===== config.mk =====
export PLATFORM = sky130hd
export DESIGN_NAME = mgmt_gpio_in_sync
export DESIGN_NICKNAME = d
export VERILOG_FILES = /design/src/rtl/mgmt_gpio_in_sync.sv
export SDC_FILE = /design/constraint.sdc
export NUM_CORES = 1
export LEC_CHECK = 0
export BUFFER_PORTS_ARGS = -buffer_cell sky130_fd_sc_hd__buf_2
export CELL_PAD_IN_SITES_DETAIL_PLACEMENT = 0
export CELL_PAD_IN_SITES_GLOBAL_PLACEMENT = 2
export CORE_UTILIZATION = 28
export DETAILED_ROUTE_END_ITERATION = 16
export GPL_ROUTABILITY_DRIVEN = 0
export HOLD_SLACK_MARGIN = 0.02
export PLACE_DENSITY_LB_ADDON = 0.1
export SYNTH_ARGS = -nofsm -noshare
export SYNTH_HDL_FRONTEND = slang
export SYNTH_SLANG_ARGS = --single-unit

===== constraint.sdc =====
create_clock -name wb_clk_i -period 2.21 [get_ports wb_clk_i]
set_input_delay 0.3315 -clock wb_clk_i [delete_from_list [all_inputs] [get_ports wb_clk_i]]
set_output_delay 0.3315 -clock wb_clk_i [all_outputs]
set_load 0.03 [all_outputs]

===== src/rtl/mgmt_gpio_in_sync.sv =====
// mgmt_gpio_in_sync: per-bit 2-flop sync, optional debounce and edge-triggered sticky interrupts.
// Define MGMT_GPIO_DEBOUNCE_EN to enable the DEBOUNCE_CYC stability filter.
module mgmt_gpio_in_sync #(
   parameter int NPADS        = 19,
   parameter int DEBOUNCE_CYC = 4,
   parameter int CNT_W        = 8
) (
   input  logic             wb_clk_i,
   input  logic             wb_rst_i,
   input  logic [NPADS-1:0] gpio_in_buf,
   input  logic [NPADS-1:0] irq_en,
   input  logic [NPADS-1:0] irq_rise,
   input  logic [NPADS-1:0] irq_clr,
   output logic [NPADS-1:0] gpio_in_sync,
   output logic [NPADS-1:0] irq_pending,
   output logic             irq
);
   logic [NPADS-1:0] s1, s2, upd, evt;

   always_ff @(posedge wb_clk_i or posedge wb_rst_i)
      if (wb_rst_i) begin
         s1 <= '0;
         s2 <= '0;
      end else begin
         s1 <= gpio_in_buf;
         s2 <= s1;
      end

`ifdef MGMT_GPIO_DEBOUNCE_EN
   localparam logic [CNT_W-1:0] LAST = CNT_W'(DEBOUNCE_CYC - 1);
   logic [CNT_W-1:0] cnt [NPADS];

   always_comb
      for (int i = 0; i < NPADS; i++)
         upd[i] = (s2[i] != gpio_in_sync[i]) && (cnt[i] == LAST);

   // count restarts whenever s2 agrees with the accepted level or a new level is taken
   always_ff @(posedge wb_clk_i or posedge wb_rst_i)
      for (int i = 0; i < NPADS; i++)
         if (wb_rst_i) cnt[i] <= '0;
         else cnt[i] <= (s2[i] == gpio_in_sync[i] || upd[i]) ? '0 : cnt[i] + CNT_W'(1);
`else
   assign upd = s2 ^ gpio_in_sync;
`endif

   // an accepted change to 1 is a rise, to 0 a fall; match it against the edge select
   assign evt = upd & irq_en & ~(irq_rise ^ s2);

   always_ff @(posedge wb_clk_i or posedge wb_rst_i)
      if (wb_rst_i) begin
         gpio_in_sync <= '0;
         irq_pending  <= '0;
      end else begin
         gpio_in_sync <= (gpio_in_sync & ~upd) | (s2 & upd);
         irq_pending  <= evt | (irq_pending & ~irq_clr);
      end

   assign irq = |irq_pending;
endmodule


==> impl_metrics.json <==
{
  "crit_end": "irq",
  "min_period_ps": 2200,
  "dieArea_sq_um": 11500,
  "cp-end-kind": "output pin",
  "required_ps": 1880,
  "start_util": 0.286,
  "min_path_type": "in -> reg",
  "portBuffers": 116,
  "grt_first_pass_wirelength_um": 10100,
  "setup-tns-final_ps": 0,
  "core_sq_um": 10800,
  "cts_sinks": 76,
  "status": "completed",
  "avgViaCountPerCell": 3.95,
  "whs_ps": 89.4,
  "synthesis.nets": 351,
  "rows": 38,
  "max_freq_mhz": 454,
  "total_power_mw": 3.42,
  "synth-warning-count": 0,
  "drv_slew": 0,
  "grt_pass1_vias": 2111,
  "pwr-share-comb": 0.206,
  "finalSetupViolations": 0,
  "syn-instance-count": 235,
  "netlist_area_sq_um": 3090,
  "die_h_um": 107,
  "crit_arrival_ps": 1870,
  "design_area_sq_um": 4110,
  "seq_power_share": 0.481,
  "dr_total_vias": 2017,
  "antenna_found_initial": 0,
  "grt_max_degree": 40,
  "post_drt_wl_per_cell_um": 12.0,
  "final_util": 0.381,
  "hold_buffers": 0,
  "antenna_cells": 0,
  "overflow": 0,
  "crit_slowest_cell": "or4_4",
  "syn-mean-instance-area_sq_um": 13.2,
  "critPathMaxStageDelay_ps": 440,
  "r2r_slack_ps": 1100,
  "clk_latency_ps": 340,
  "cts_buffers": 9,
  "dp_hpwl_um": 4630,
  "power.internal_mw": 2.35,
  "cts_buffer_depth": 2,
  "crit_chain": "nor4_2, buf_4, nand4_1, or4_4, buf_6",
  "clkPwrFrac": 0.313,
  "netlist-cell-type-count": 10,
  "reg2reg_depth": 3,
  "htree_levels": 3,
  "clkTransAtPathRegs_ps": 80,
  "cts_root_buf": "clkbuf_8",
  "cp_max_fo": 3,
  "die_x_um": 107,
  "drt-pass1-iter-count": 4,
  "maxCapViolCount": 0,
  "switching_share": 0.312,
  "hold_viol": 0,
  "rsz0062_at_grt": "true",
  "crit_start": "irq_pending[11]",
  "ir_worst_vdd_mv": 0.329,
  "area_delta_synth_final_pct": 33.0,
  "fin_worst_skew_ps": 4.06,
  "postRouteAntennaNets": 0,
  "slew_headroom": 0.659,
  "cts_tree": "yes",
  "placed_area_sq_um": 3870,
  "dr.first_iter.drc_count": 54,
  "r2r-end": "irq_pending[14]",
  "drive_gt1_frac": 0.432,
  "power.switching_mw": 1.07,
  "postCtsSetupRepairBufs": 0,
  "wl_um": 6120,
  "seq_area_frac_synth": 0.615,
  "r2r-start": "gpio_in_sync[14]",
  "grt_usage": 0.118,
  "worst-setup-path-type": "reg -> out",
  "power_density_nw_per_um2": 832,
  "leakagePower_nw": 2.24,
  "finalCritPeriodShare": 0.996,
  "ioPinCount": 117,
  "drc_errors": 0,
  "cp-start-kind": "flip-flop",
  "ys_seq_elements": 76,
  "finish.net_count": 481,
  "worstMarginPinSlew_ps": 512
}
==> sequential cells by signal, indices dropped and copies added (netlist names) <==
| signal | flops |
|---|---|
| gpio_in_sync | 19 |
| s1 | 19 |
| irq_pending | 19 |
| s2 | 19 |
==> cells in the final DEF (no fill, tap or decap), types with 10 or more instances in the layout <==
master    Yosys  routed
buf_2         0     115
ha_1         38      38
or2_2        19      19
xor2_1       19      19
clkbuf_8      0      10
inv_1        58      57
o32ai_1      19      19
dfrtp_1      76      76
==> synthesized netlist by cell type, drive strengths merged <==
master | instances | share of area
dfrtp | 76 | 0.62
inv | 58 | 0.070
ha | 38 | 0.15
o32ai | 19 | 0.054
or2 | 19 | 0.038
xor2 | 19 | 0.054
nor4 | 4 | 0.010
nand4 | 1 | 0.0020
or4 | 1 | 0.0024
==> power by group through the flow <==
stage | clock network, mW | registers (mW) | logic (mW)
3_3_place_gp | 0 | 1.66 | 0.715
5_1_grt | 1.19 | 1.67 | 0.787
4_1_cts | 1.14 | 1.65 | 0.722
6_report | 1.07 | 1.64 | 0.704
2_1_floorplan | 0 | 1.86 | 0.225
3_5_place_dp | 0 | 1.67 | 0.711
==> worst min-delay path by stage <==
stage                         startpoint  endpoint  slack [ps]  depth (start not counted)
after floorplan                    s1[0]     s2[0]         330                          0
after global placement             s1[9]     s2[9]         330                          0
after detailed placement           s1[1]     s2[1]         330                          0
after CTS                 gpio_in_buf[7]     s1[7]          60                          1
after global routing      gpio_in_buf[7]     s1[7]          50                          1
final                     gpio_in_buf[7]     s1[7]          90                          1
==> per-stage QoR <==
step / setup slack, ps / instances
finish: 9.12 / 510
global route: -118 / 510
CTS: -60.9 / 510
detailed placement: 193 / 494
global placement: 181 / 494
floorplan: 432 / 235
==> worst max-delay path: cells and delay by family, from the launching register on <==
kind                   cells  cell delay (ps)
and+or+nand+nor            3              830
buffers and inverters      2              310
DFF                        1              400
==> logic make-up (layout without fill, tap and decap cells) <==
logic type / count (synthesis) / in the layout / share of synthesized area
adders and majority gates: 38 / 38 / 0.154
AOI/OAI and AO/OA: 19 / 19 / 0.0538
xor gates and xnor gates: 19 / 19 / 0.0538
buffers and inverters: 58 / 193 / 0.0704
and+or+nand+nor: 25 / 25 / 0.0530
DFF: 76 / 76 / 0.615
==> layer usage <==
| metal | up-vias | share of wire | GRT usage |
|---|---|---|---|
| met5 | - | 0 | 0 |
| met4 | 0 | 0.012 | 0.0440 |
| met3 | 8 | 0.084 | 0.0547 |
| met2 | 72 | 0.46 | 0.180 |
| met1 | 929 | 0.44 | 0.146 |
| li1 | 1008 | - | - |
==> final cells by class <==
class | instances | area [sq um]
flip-flops and latches | 76 | 1900
multi-input cells | 101 | 1000
clock buffers | 10 | 138
fillers | 1052 | 6680
repair buffers | 119 | 609
inverters | 58 | 221
well taps | 140 | 175
clock inverters | 6 | 63.8
==> repair_timing <==
action                                  4_1_cts  5_1_grt
cloned                                        0        0
gates resized for setup                       5        2
pin swaps                                     1        0
endpoints found under the setup margin        1        1
Power figures use the tool's default switching activity.
